===== config.mk =====
export PLATFORM = sky130hd
export DESIGN_NAME = uart_rx_fsm
export DESIGN_NICKNAME = d
export VERILOG_FILES = /design/src/rtl/uart_rx_fsm.sv
export SDC_FILE = /design/constraint.sdc
export NUM_CORES = 1
export LEC_CHECK = 0
export BUFFER_PORTS_ARGS = -buffer_cell sky130_fd_sc_hd__clkbuf_2
export CAP_MARGIN = 0
export CORE_AREA = 2 2 39 41
export DETAILED_ROUTE_END_ITERATION = 8
export DIE_AREA = 0 0 41 43
export SYNTH_ARGS = -nofsm -noshare
export SYNTH_HDL_FRONTEND = slang
export SYNTH_SLANG_ARGS = --single-unit
export TNS_END_PERCENT = 1

===== constraint.sdc =====
create_clock -name clk -period 1.9 [get_ports clk]
set_input_delay 0.19 -clock clk [delete_from_list [all_inputs] [get_ports clk]]
set_output_delay 0.19 -clock clk [all_outputs]
set_load 0.01 [all_outputs]

===== src/rtl/uart_rx_fsm.sv =====
// uart_rx_fsm -- control sequencer for the UART receiver.
//
// Walks a frame through START -> DATA -> (PARITY) -> STOP using the edge/bit
// counter, fires one-cycle check/shift strobes at the end of each bit and
// raises a registered one-cycle data_valid when a frame completes cleanly.
//
// Ports:
//   clk, rst        oversampling clock, async active-low reset
//   rx_in           serial line (idle high), only looked at in IDLE
//   par_en          parity bit present; captured at frame start
//   prescale        oversampling ratio (edges per bit)
//   edge_count      edge index within the current bit (from counter)
//   bit_count       bit index within the frame, 0 = start (from counter)
//   strt_glitch     start checker result, sampled on strt_chk_en
//   par_err         parity checker result, sampled on par_chk_en
//   stp_err         stop checker result, sampled on stp_chk_en
//   cnt_enable      counter enable; low clears the counter
//   samp_en         data sampler enable
//   deser_en        deserializer shift strobe, once per data bit
//   strt_chk_en     start check strobe
//   par_chk_en      parity check strobe
//   stp_chk_en      stop check strobe
//   data_valid      one-cycle frame-good pulse, first IDLE cycle after STOP
//   busy            frame in progress
module uart_rx_fsm #(
  parameter int DATA_WIDTH = 8,
  parameter int PRESCALE_W = 5
) (
  input  logic                  clk,
  input  logic                  rst,
  input  logic                  rx_in,
  input  logic                  par_en,
  input  logic [PRESCALE_W-1:0] prescale,
  input  logic [PRESCALE_W-1:0] edge_count,
  input  logic [3:0]            bit_count,
  input  logic                  strt_glitch,
  input  logic                  par_err,
  input  logic                  stp_err,
  output logic                  cnt_enable,
  output logic                  samp_en,
  output logic                  deser_en,
  output logic                  strt_chk_en,
  output logic                  par_chk_en,
  output logic                  stp_chk_en,
  output logic                  data_valid,
  output logic                  busy
);

  typedef enum logic [2:0] {
    IDLE   = 3'd0,
    START  = 3'd1,
    DATA   = 3'd2,
    PARITY = 3'd3,
    STOP   = 3'd4
  } state_t;

  localparam logic [3:0] LAST_DATA = 4'(DATA_WIDTH);
  localparam logic [3:0] BIT_MAX   = 4'(DATA_WIDTH + 2);

  state_t state, state_nxt;
  logic   par_en_q;
  logic   bit_end;
  logic   in_frame;
  logic   cnt_fault;
  logic   frame_start;
  logic   frame_good;

  assign bit_end     = (edge_count == prescale);
  assign in_frame    = (state != IDLE);
  // In the first IDLE cycle the counter can still hold the previous frame's
  // final count (it clears on the following edge), so an out-of-range
  // bit_count is only treated as a fault while a frame is in progress.
  assign cnt_fault   = in_frame && (bit_count > BIT_MAX);
  assign frame_start = (state == IDLE) && !rx_in;

  always_ff @(posedge clk or negedge rst) begin
    if (!rst) begin
      state      <= IDLE;
      par_en_q   <= 1'b0;
      data_valid <= 1'b0;
    end else begin
      state      <= state_nxt;
      data_valid <= frame_good;
      if (frame_start) par_en_q <= par_en;
    end
  end

  always_comb begin
    state_nxt   = state;
    cnt_enable  = in_frame;
    samp_en     = in_frame;
    busy        = in_frame;
    strt_chk_en = 1'b0;
    deser_en    = 1'b0;
    par_chk_en  = 1'b0;
    stp_chk_en  = 1'b0;
    frame_good  = 1'b0;

    case (state)
      IDLE: begin
        if (!rx_in) state_nxt = START;
      end
      START: begin
        strt_chk_en = bit_end;
        if (bit_end) state_nxt = strt_glitch ? IDLE : DATA;
      end
      DATA: begin
        deser_en = bit_end;
        if (bit_end && bit_count == LAST_DATA)
          state_nxt = par_en_q ? PARITY : STOP;
      end
      PARITY: begin
        par_chk_en = bit_end;
        if (bit_end) state_nxt = par_err ? IDLE : STOP;
      end
      STOP: begin
        stp_chk_en = bit_end;
        if (bit_end) begin
          state_nxt  = IDLE;
          frame_good = !stp_err;
        end
      end
      default: state_nxt = IDLE;
    endcase

    // A broken counter aborts the frame silently.
    if (cnt_fault) begin
      state_nxt  = IDLE;
      frame_good = 1'b0;
    end
  end

endmodule


Word level (Yosys, flattened, before mapping):

Index checks and enable logic that the tools add are counted.

* register bits: 5
* bits of input ports: 21
* output and inout port bits: 8
* word-level logic and storage cells: 40

* order comparisons: 1
* eq/ne operators: 11
* multiplexer cells: 17
* reduce and logical (&&, ||, !) cells: 8

Operator list (count)
* $mux 3: 8
* $ne 3x3->1 const B: 5
* $pmux 3 s5: 1
* $mux 1: 7
* $eq 3x2->1 const B: 2
* $eq 5x5->1: 1
* $reduce_and 5->1: 1
* $eq 4x4->1 const B: 1
* $gt 4x4->1 const B: 1
* $eq 3x1->1 const B: 1
* $eq 3x3->1 const B: 1
* $logic_and 1x1->1: 3
* $logic_not 3->1: 1
* $reduce_bool 3->1: 1
* $logic_not 1->1: 2
* $mux 2: 1

Depth between registers and ports, before layout:

Gate-level depths: netlist of run 1.

* depth in word-level cells: 5
* depth in mapped cells: 5
* depth with buffers taken out: 4

Worst setup path after synthesis of run 1:

Ideal clock, no wire load.

* path kind: reg-to-reg
* start point: register state[0]
* end point: register par_en_q
* setup time: 125 ps
* data arrival time: 1376 ps
* required time: 1775 ps
* path slack: 398 ps
* stages on the path, launching flop included: 4
* buffers on the path: 0
* clock period less this slack: 1502 ps
* cell sequence: dfrtp_1 > or3_4 > or2_4 > mux2_4

* word-level cells in the longest chain between the ends: 2

RTL lines
* start, declared: RTL line 60 `state_t state, state_nxt;`
* start signal, assigned: RTL line 82 `state <= state_nxt;`
* $logic_not 3->1: RTL line 74 `assign frame_start = (state == IDLE) && !rx_in;`
* $logic_and 1x1->1: RTL line 74
* end signal, assigned: RTL line 84 `if (frame_start) par_en_q <= par_en;`
* end, declared: RTL line 61 `logic par_en_q;`

No other way between the ends.
A chain may end at the register's enable or synchronous reset.

Worst setup path after layout of run 1:

* start point: input prescale[0]
* end point: output deser_en

* word-level cells in the longest chain between the ends: 2

RTL lines
* start, declared: RTL line 33 `input logic [PRESCALE_W-1:0] prescale,`
* $eq 5x5->1: RTL line 68 `assign bit_end = (edge_count == prescale);`
* $mux 1: RTL line 99 `case (state)`
* end, declared: RTL line 41 `output logic deser_en,`

No other way between the ends.

==> results list, run 1 <==
- The flow ran to the end, and the final reports show no timing, DRC or antenna violations.
- The most critical setup path has its endpoint at deser_en.
* Count of max-cap constraint violations: 0
- Number of antenna violations at the first check in global routing: 0
- Data arrives at the worst endpoint at 1370 ps.
* RePlAce Congestion: 0.702
- The clock net in this run drives a total of 5 sinks.
- H-tree level count: 1
* Instance area after placement: 542 sq um
- Number of nets at the end of the flow: 95
- Across the whole layout, storage elements account for 125 sq um.
* Most Frequent Cell on Critical Path: sky130_fd_sc_hd__clkbuf_2
* Detailed router's first-iteration violation count: 7
- Clock-pin slew on the worst setup and hold paths: 50 ps
* Post-synthesis cell count: 43
* Highest achievable clock rate: 640 MHz
- Setup bufs post-CTS: 0
- Using the TritonRoute via totals, the vias-per-cell ratio works out to 4.87.
- Buffers inserted to repair hold after CTS numbered 1.
* Largest net degree at the start of global routing: 9
- During synthesis, Yosys emitted a total of 0 warnings.
* Area growth from synthesis to layout: 44.2%
- Number of synthesized register bits: 5
* Combined area of the multi-input logic cells: 253 sq um
- Half-perimeter wire length of the detailed placement result: 840 microns
* Largest clock skew in the final design: 5.82 ps
- PortBufs: 28
* Average cell area after synthesis: 9.34 sq um
- Clock tree root buffer cell: sky130_fd_sc_hd__clkbuf_4
* Chip height: 43 microns
* Share of layout cells above drive strength 1: 0.534
* Slowest cell on the critical path: sky130_fd_sc_hd__or2_2
* Wire length of the first global-routing pass: 1490 microns
- Number of filler cells placed in the layout: 150
- Reg-to-Reg Start: state[1]
- Average routed wire per standard cell: 10.6 microns
- Total power density per cell area: 721 nW/um^2
* Final critical delay including setup and external delays: 1560 ps
- Worst reg-to-reg setup slack: 340 ps
* Delay-heaviest family, CP: simple AND/OR/NAND/NOR gates
- Reported leakage power: 0.274 nW
- Clock insertion delay at the later pin of the skew report: 250 ps
- Via count: 433
- Along the worst path, the maximum fanout reaches 7.
- The worst-case IR drop observed on VDD is 255 uV.
- Stages on the worst setup path: 6
* Chip width: 41 microns
* Die outline area: 1760 sq um
- The library cell used most frequently in the layout, excluding fill and tap cells, is sky130_fd_sc_hd__clkbuf_2.
- TritonCTS built the clock tree.
* Worst reg2reg endpoint: par_en_q
* Number of primary I/O pins: 29
* Number of global-route vias before repair: 393
- Synth Cell Area: 402 sq um
- Launch point of the critical path: prescale[0]
- The largest single stage delay on the critical path is 400 ps.
* Buffering stage count on the worst path with inverters included: 2
- For the worst setup path, the data required time is 1710 ps.
* Share of the clock period used by the worst path: 0.822
- Final Hold Viols: 0
- Placeable Area: 1380 sq um
- Class of the most critical hold timing path: in -> reg
* Post-CTS resize count: 0
* Number of distinct standard cells referenced by the synthesized netlist: 27
* Cells traversed along the worst timing path: clkbuf_2 > xnor2_1 > nand4_1 > or2_2 > nor3_1 > clkbuf_2
* Number of setup violations in the final report: 0
* Residual DRC count: 0
- The floorplan has 14 rows.
- Final sum of negative setup slack: 0 ps
- Highest-count cells in the layout ignoring fill and taps: sky130_fd_sc_hd__clkbuf_2, sky130_fd_sc_hd__dfrtp_1, sky130_fd_sc_hd__xnor2_1
* Diodes inserted: 0
- In this run the deepest clock path goes through 2 buffers.
* CP Capture Type: primary output
- CP startpoint kind: input pin
* Tightest Pin Transition: 318 ps
- The detail route stage leaves a number of antenna-violating nets equal to 0.
* WS Path Type: in -> out
- Final wirelength: 944 microns
* TritonCTS Buffers: 3
- Summing all non-filler instances in the final layout gives an area of 579 sq um.
* Total Routing Usage GR: 0.128
* Net count after synthesis: 64
* Cell count of the worst reg-to-reg path: 3
- Total global routing overflow: 0
* Max-slew violation count: 0
- RSZ-0062 raised after global routing: false
* Sequential share of the synthesized area: 0.312
- The initial utilization of the core area, before any placement, comes to 0.290.
- Measured against its own limit, the worst slew margin works out to 0.788.
* Initial DRT Pass Iterations: 2
[how the worst min path moves through the flow]
stage                  from         end  slack, ps  cells past startpoint
finish              stp_err  data_valid        100                      2
global route        stp_err  data_valid        100                      2
CTS                 stp_err  data_valid         90                      2
detailed placement      rst    state[1]         20                      1
global placement        rst    state[1]         20                      1
floorplan               rst  data_valid       -110                      0
[through the flow]
stage,hold slack (ps),util,instances,total power [mW],setup slack [ps]
final,97.4,0.419,89,0.417,338
after detailed placement,20.0,0.392,84,0.293,322
after global placement,18.2,0.392,84,0.291,325
after floorplan,-106,-,43,0.253,398
after global routing,99.0,0.419,89,0.452,246
after CTS,92.4,0.419,89,0.426,324
[cells by family after synthesis]
logic type,synth area share
AOI/OAI and AO/OA,0.128
xor gates and xnor gates,0.109
buffers and inverters,0.0592
DFF,0.312
muxes,0.0623
and+or+nand+nor,0.330
[where the power goes]
group	total, mW	internal, mW	switching, mW	leakage (nW)
registers	0.142	0.123	0.0192	0.0652
clock network	0.125	0.0764	0.0487	0.0177
logic	0.151	0.0829	0.0677	0.191
total	0.417	0.282	0.136	0.274
[sequential cells by signal (all words and copies together), names as in the netlist]
name and count:
state 3, par_en_q 1, data_valid 1
[final cells by class]
type                       instances  share of cell area
clock buffer                       3              0.0389
clock inverter                     1             0.00864
inverter                           1             0.00648
multi-input combinational         34               0.436
sequential                         5               0.216
tap                               16              0.0346
timing repair buffer              29               0.259
[synthesized netlist by cell type]
cell type / n / share of area
sky130_fd_sc_hd__dfrtp_1: 5 / 0.31
sky130_fd_sc_hd__xnor2_1: 4 / 0.087
sky130_fd_sc_hd__nor3_1: 3 / 0.037
sky130_fd_sc_hd__a21o_1: 2 / 0.037
sky130_fd_sc_hd__a21oi_1: 2 / 0.025
sky130_fd_sc_hd__buf_4: 2 / 0.037
sky130_fd_sc_hd__nand4_1: 2 / 0.031
sky130_fd_sc_hd__nor2_1: 2 / 0.019
sky130_fd_sc_hd__nor4_1: 2 / 0.031
sky130_fd_sc_hd__o211ai_1: 2 / 0.037
sky130_fd_sc_hd__clkbuf_2: 1 / 0.012
sky130_fd_sc_hd__inv_1: 1 / 0.0093
sky130_fd_sc_hd__mux2_4: 1 / 0.037
sky130_fd_sc_hd__mux2i_1: 1 / 0.025
sky130_fd_sc_hd__nand2_1: 1 / 0.0093
sky130_fd_sc_hd__nand2b_2: 1 / 0.022
sky130_fd_sc_hd__nand3_1: 1 / 0.012
sky130_fd_sc_hd__nand3b_1: 1 / 0.019
sky130_fd_sc_hd__nor2b_1: 1 / 0.016
sky130_fd_sc_hd__nor3b_2: 1 / 0.031
sky130_fd_sc_hd__nor4b_1: 1 / 0.022
sky130_fd_sc_hd__o221a_2: 1 / 0.028
sky130_fd_sc_hd__or2_2: 1 / 0.016
sky130_fd_sc_hd__or2_4: 1 / 0.022
sky130_fd_sc_hd__or3_1: 1 / 0.016
sky130_fd_sc_hd__or3_4: 1 / 0.028
sky130_fd_sc_hd__xor2_1: 1 / 0.022
[per-layer routing]
metal / GRT usage / vias to the layer above / wire length [microns]
li1: - / 218 / -
met1: 0.117 / 194 / 369
met2: 0.219 / 21 / 505
met3: 0.0471 / 0 / 70
met4: 0.0800 / 0 / 0
met5: 0 / - / 0
Power figures use the tool's default switching activity.
==> run 2: changes to the inputs <==
--- a/config.mk
+++ b/config.mk
@@ -5,11 +5,13 @@
 export SDC_FILE = /design/constraint.sdc
 export NUM_CORES = 1
 export LEC_CHECK = 0
+export ABC_AREA = 1
 export BUFFER_PORTS_ARGS = -buffer_cell sky130_fd_sc_hd__clkbuf_2
 export CAP_MARGIN = 0
 export CORE_AREA = 2 2 39 41
 export DETAILED_ROUTE_END_ITERATION = 8
 export DIE_AREA = 0 0 41 43
+export PLACE_DENSITY = 0.7
 export SYNTH_ARGS = -nofsm -noshare
 export SYNTH_HDL_FRONTEND = slang
 export SYNTH_SLANG_ARGS = --single-unit
==> constraint.sdc (replaced) <==
create_clock -name clk -period 1.45 [get_ports clk]
set_input_delay 0.145 -clock clk [delete_from_list [all_inputs] [get_ports clk]]
set_output_delay 0.145 -clock clk [all_outputs]
set_load 0.01 [all_outputs]
==> results list, run 2 <==
* Number of instances in the placed design: 127
- CP Data Required Time: 1570 ps
- Number of filler cells placed in the layout: 160
- Buffers inserted during clock tree synthesis total 3.
* Clock tree root buffer cell: sky130_fd_sc_hd__clkbuf_4
* Max-slew violation count: 0
* Reported leakage power: 0.427 nW
* Chip width: 41 microns
* Largest clock skew in the final design: 0.889 ps
* Highest-count cells in the layout ignoring fill and taps: sky130_fd_sc_hd__nand2_1, sky130_fd_sc_hd__clkbuf_2, sky130_fd_sc_hd__nor2_1
- For this configuration, the core starts out at a cell density of 0.362.
- Max VDD drop: 981 uV
* Total power density per cell area: 1420 nW/um^2
- Combined area of the multi-input logic cells: 312 sq um
- A synthesized cell averages 5.89 sq um.
- The most common cell in the synthesized netlist is sky130_fd_sc_hd__nand2_1.
* Tightest Pin Transition: 298 ps
* CP Capture Type: register
- In this run the cell area of the synthesized design comes to 500 sq um.
* Number of nets at the end of the flow: 140
* Max Used Layer: met3
- Top cells by count, synth: sky130_fd_sc_hd__nand2_1, sky130_fd_sc_hd__nor2_1, sky130_fd_sc_hd__inv_1, sky130_fd_sc_hd__dfrtp_1, sky130_fd_sc_hd__nand3_1
- Post-synth top area share: 0.250
* Largest net degree at the start of global routing: 8
* Share of the clock period used by the worst path: 0.947
- More flip-flops sit in one register than any other, and that register is state.
* Via/cell ratio: 4.44
- Final critical delay including setup and external delays: 1370 ps
* Share of layout cells above drive strength 1: 0.373
* CP max FO: 5
- CP startpoint kind: register
- After detailed routing, the total wire length is 1130 microns.
- Data arrives at the worst endpoint at 1490 ps.
* Number of cell rows: 14
- Class of the most critical hold timing path: in -> reg
* Number of global-route vias before repair: 487
* Total global routing overflow: 0
- The final-report hold violation count came to 0.
- Detailed router's first-iteration violation count: 7
- Residual DRC count: 0
* Number of flip-flops under the largest register name: 3
* Final setup margin: 77.4 ps
- Of all flip-flops after synthesis, the portion carrying an async set or reset was 1.00.
- The flow ran to the end, and the final reports show no timing, DRC or antenna violations.
- From synthesis to final layout, the design area changed by 42.0%.
* Total Routing Usage GR: 0.137
- H-tree level count: 1
* TritonCTS sink count: 5
- Clock-pin slew on the worst setup and hold paths: 40 ps
- From bottom edge to top edge, the die measures 43 microns.
- Count of max-cap constraint violations: 0
- Final sum of negative setup slack: 0 ps
* PortBufs: 28
- Number of enable flip-flop cells after synthesis: 0
- RePlAce Congestion: 0.799
- The core region is 1380 sq um.
- Average routed wire per standard cell: 8.44 microns
* Half-perimeter wire length of the detailed placement result: 959 microns
- WS Path Type: reg -> reg
- OpenSTA, run right after detailed placement, puts the worst setup slack at 86.9 ps.
- Diodes inserted: 0
- Post-route ant nets: 0
* Routed metal-1 wirelength: 468 microns
- The first detailed-routing pass ran for 4 iterations.
- Slew margin rel.: 0.801
- In this run the count of I/O pins placed on the die edge is 29.
- Derived from the worst setup path, the maximum achievable clock frequency is 729 MHz.
- The most used flip-flop cell after synthesis is sky130_fd_sc_hd__dfrtp_1.
* Cell types with the largest area share after synthesis: sky130_fd_sc_hd__dfrtp_1, sky130_fd_sc_hd__nand2_1, sky130_fd_sc_hd__nor2_1
- Setup violations remaining at the end of the flow were counted as 0.
* Die outline area: 1760 sq um
- Clock latency on the worst-skew pair, taken at its later pin, is 240 ps.
- Summed over all nets, wire length on met2 after detailed routing comes to 567 microns.
- Number of buffers on the longest clock path: 2
- Excluding fillers, the count of instances in the completed layout stands at 134.
* Library cell occupying the most area in the post-synthesis netlist: sky130_fd_sc_hd__dfrtp_1
- Synthesis instantiated 19 different standard cells from the library.
- Via count: 595
- Sequential cell area: 126 sq um
- The largest registers in the layout are state: 3 flops, data_valid: 1 flops, par_en_q: 1 flops.
- During synthesis, Yosys emitted a total of 0 warnings.
* Clock tree from TritonCTS: yes
- Number of synthesized register bits: 5
- Number of antenna violations at the first check in global routing: 0
- After detailed routing, the met3 layer carries 96 microns of wire.
- In the synthesized netlist, the number of instances is 85.
- The design draws 1.01 mW.
- Net count after synthesis: 106
- Wire length of the first global-routing pass: 1730 microns
- For this run, the register share of the synthesized area comes to 0.250.
-- run 2: cell types whose count changed after synthesis, moves of 3 or more --
cell,delta
sky130_fd_sc_hd__nor3_1,-3
sky130_fd_sc_hd__inv_1,+10
sky130_fd_sc_hd__inv_2,+3
sky130_fd_sc_hd__nand3_1,+4
sky130_fd_sc_hd__nor2_1,+14
sky130_fd_sc_hd__xnor2_1,-3
sky130_fd_sc_hd__nand2_1,+26
-- run 2: where the power goes --
group / internal [mW] / switching, mW / total, mW
logic: 0.245 / 0.362 / 0.607
registers: 0.189 / 0.0540 / 0.243
clock network: 0.104 / 0.0535 / 0.157
total: 0.538 / 0.469 / 1.01
-- run 2: timing repair --
item / in CTS / in global routing
buffers inserted: 0 / 2
hold buffers: 1 / 0
hold endpoints to repair: 5 / 0
gates resized for setup: 0 / 5
setup endpoints to repair: 0 / 5
-- run 2: logic make-up (layout without fill, tap and decap cells) --
group / Yosys count / after routing / share of synthesized area
mux: 1 / 1 / 0.0225
xor+xnor: 1 / 1 / 0.0175
compound gates: 4 / 4 / 0.0475
simple gates: 57 / 57 / 0.510
flops: 5 / 5 / 0.250
buf+inv: 17 / 50 / 0.152
-- run 2: worst paths after layout --
path / startpoint / end / slack (ps) / depth (start not counted)
max: state[1] / par_en_q / 80 / 6
min: stp_err / data_valid / 70 / 2
max reg2reg: state[1] / par_en_q / 80 / 6
min reg2reg: par_en_q / par_en_q / 520 / 1
max in group asynchronous: rst / state[1] / 1040 / 2
min in group asynchronous: rst / state[0] / 260 / 2
-- run 2: layout make-up --
| type | instances | area share |
|---|---|---|
| inverters | 15 | 0.0863 |
| clock buffers | 4 | 0.0370 |
| well taps | 16 | 0.0282 |
| multi-input cells | 63 | 0.438 |
| flip-flops and latches | 5 | 0.178 |
| repair buffers | 31 | 0.232 |
-- run 2: metal layers --
layer | global-route usage | vias up
met2 | 0.241 | 20
met1 | 0.161 | 252
met4 | 0.0400 | 0
li1 | - | 323
met3 | 0.0209 | 0
met5 | 0 | -
-- run 2: stage by stage --
step | hold WS (ps) | area (sq um) | util
2_1_floorplan | -151 | 500 | -
3_3_place_gp | -31.5 | 646 | 0.467
3_5_place_dp | -30.4 | 646 | 0.467
4_1_cts | 66.6 | 682 | 0.493
5_1_grt | 73.2 | 711 | 0.514
6_report | 67.9 | 711 | 0.514
-- run 2: critical path, stage by stage, from the launching register on --
cell and delay, ps:
sky130_fd_sc_hd__dfrtp_2 430, sky130_fd_sc_hd__nor2_4 120, sky130_fd_sc_hd__inv_2 60, sky130_fd_sc_hd__nor2_4 150
sky130_fd_sc_hd__inv_2 80, sky130_fd_sc_hd__nor2_2 90, sky130_fd_sc_hd__mux2_1 310
==> run 3: changes to the inputs <==
--- a/config.mk
+++ b/config.mk
@@ -11,6 +11,7 @@
 export CORE_AREA = 2 2 39 41
 export DETAILED_ROUTE_END_ITERATION = 8
 export DIE_AREA = 0 0 41 43
+export GPL_TIMING_DRIVEN = 0
 export PLACE_DENSITY = 0.7
 export SYNTH_ARGS = -nofsm -noshare
 export SYNTH_HDL_FRONTEND = slang
==> results list, run 3 (synthesis results as in run 2) <==
* Outcome: finished, final reports clean
- Clock-pin slew was measured on the worst setup and hold paths at 40 ps.
- Setup violations remaining at the end of the flow were counted as 0.
* Routed length on met2: 617 microns
* CP startpoint kind: register
- The detailed router used layers up to and including met3.
- Share of layout cells above drive strength 1: 0.411
- The worst path needs 1410 ps of the cycle, external delays included.
- Detailed router's first-iteration violation count: 6
- Post-route ant nets: 0
- The via count of the first global-routing pass is 507.
* RSZ-0062 raised after global routing: true
- Max-cap violations in this run came to 0.
- Measured along the x axis, the die boundary spans 41 microns.
- Number of buffers on the longest clock path: 2
* Via count: 610
* Number of primary I/O pins: 29
- The count of buffers added on input and output ports is 28.
- For this block, wires on met1 add up to 497 microns.
- Compared with the post-synthesis result, the final layout area differs by 51.2%.
* Placeable Area: 1380 sq um
- Number of antenna violations at the first check in global routing: 0
* RePlAce Congestion: 0.810
- After global routing the overflow that remains totals 0.
- CP Capture Type: primary output
- The die is 43 microns tall.
* Final std cells w/o fill: 140
- Detailed placement finished with a half-perimeter wire length of 967 microns.
* CP max FO: 5
- Clock insertion delay at the later pin of the skew report: 240 ps
* Highest achievable clock rate: 708 MHz
* Residual DRC count: 0
- Before antenna repair, the detailed router went through 4 iterations.
* Leading cell type in the layout, fill and taps excluded: sky130_fd_sc_hd__nand2_1
- After detailed placement, the total cell area comes to 661 sq um.
- The finished cells cover 757 sq um.
* Data arrival, critical path: 1270 ps
* Number of filler cells placed in the layout: 147
- Top reg by flops: state
* Highest-count cells in the layout ignoring fill and taps: sky130_fd_sc_hd__nand2_1, sky130_fd_sc_hd__clkbuf_2, sky130_fd_sc_hd__nor2_1
* Slew margin rel.: 0.817
- Smallest hold slack: 63.3 ps
- The path class of the tightest hold or removal check is in -> reg.
- Average routed wire per standard cell: 8.62 microns
* Layout Utilization: 0.547
- In the final layout, the registers with the most flip-flops are state: 3 flops, data_valid: 1 flops, par_en_q: 1 flops.
- Number of flip-flops under the largest register name: 3
* Share of the clock period used by the worst path: 0.974
* Met3 wire length: 92 microns
* TritonCTS Buffers: 3
- Reported leakage power: 0.456 nW
- The repair_antennas step left the layout with diodes totalling 0.
- Max-slew violation count: 0
- Wire length of the first global-routing pass: 1770 microns
- H-tree level count: 1
* Final Hold Viols: 0
- Total Routing Usage GR: 0.145
- Setup total negative slack on the finished layout was measured at 0 ps.
* Max VDD drop: 882 uV
- Wires add up to 1210 microns.
* Tightest Pin Transition: 274 ps
* Clock tree root buffer cell: sky130_fd_sc_hd__clkbuf_4
* Total power density per cell area: 1580 nW/um^2
- Number of instances in the placed design: 129
- Clock tree from TritonCTS: yes
- Die outline area: 1760 sq um
- Overall power consumption after layout is estimated at 1.19 mW.
* Largest clock skew in the final design: 3.34 ps
- Number of cell rows: 14
* Via/cell ratio: 4.36
* Place WS: 65.5 ps
* TritonCTS sink count: 5
- After layout, the worst setup slack is 38.4 ps.
* Number of nets at the end of the flow: 146
- WS Path Type: reg -> out
- Effective utilization at floorplan: 0.362
- CP Data Required Time: 1310 ps
- Entering global routing, the biggest net connects 8 pins.
run 3: critical path, stage by stage, from the launching register on:
cell	delay, ps
sky130_fd_sc_hd__dfrtp_2	430
sky130_fd_sc_hd__nor2_4	130
sky130_fd_sc_hd__inv_2	60
sky130_fd_sc_hd__nor2_4	100
sky130_fd_sc_hd__inv_2	70
sky130_fd_sc_hd__buf_4	130
sky130_fd_sc_hd__clkbuf_2	120
run 3: area by class of cell:
type	count	area [sq um]	share of cell area
Buffer	2	15.0	0.0198
Clock buffer	4	26.3	0.0347
Inverter	15	61.3	0.0810
Multi-Input combinational cell	63	309	0.408
Sequential cell	5	126	0.167
Tap cell	16	20.0	0.0264
Timing Repair Buffer	35	199	0.263
run 3: power breakdown:
| group | leakage, nW | switching [mW] | internal [mW] |
|---|---|---|---|
| Combinational | 0.378 | 0.401 | 0.392 |
| Clock | 0.0150 | 0.0534 | 0.104 |
| Sequential | 0.0632 | 0.0550 | 0.189 |
| Total | 0.456 | 0.509 | 0.685 |
run 3: layer usage:
metal	global-route usage	up-vias
li1	-	334
met1	0.156	253
met3	0.0471	0
met4	0.0600	0
met5	0	-
met2	0.244	23
run 3: repair_timing:
action / in CTS / in global routing
resized for setup: 1 / 6
hold endpoints to repair: 5 / 0
pin swaps: 1 / 5
buffers inserted: 2 / 4
hold buffers: 1 / 0
setup endpoints to repair: 3 / 4
run 3: final timing paths:
check / from / to / slack, ps / cells after the start
worst max register to register: state[1] / state[1] / 100 / 9
worst max-delay path: state[1] / cnt_enable / 40 / 6
max in group asynchronous: rst / state[1] / 1050 / 2
min in group asynchronous: rst / state[2] / 250 / 2
worst min register to register: state[1] / state[1] / 540 / 2
worst min-delay path: stp_err / data_valid / 60 / 2
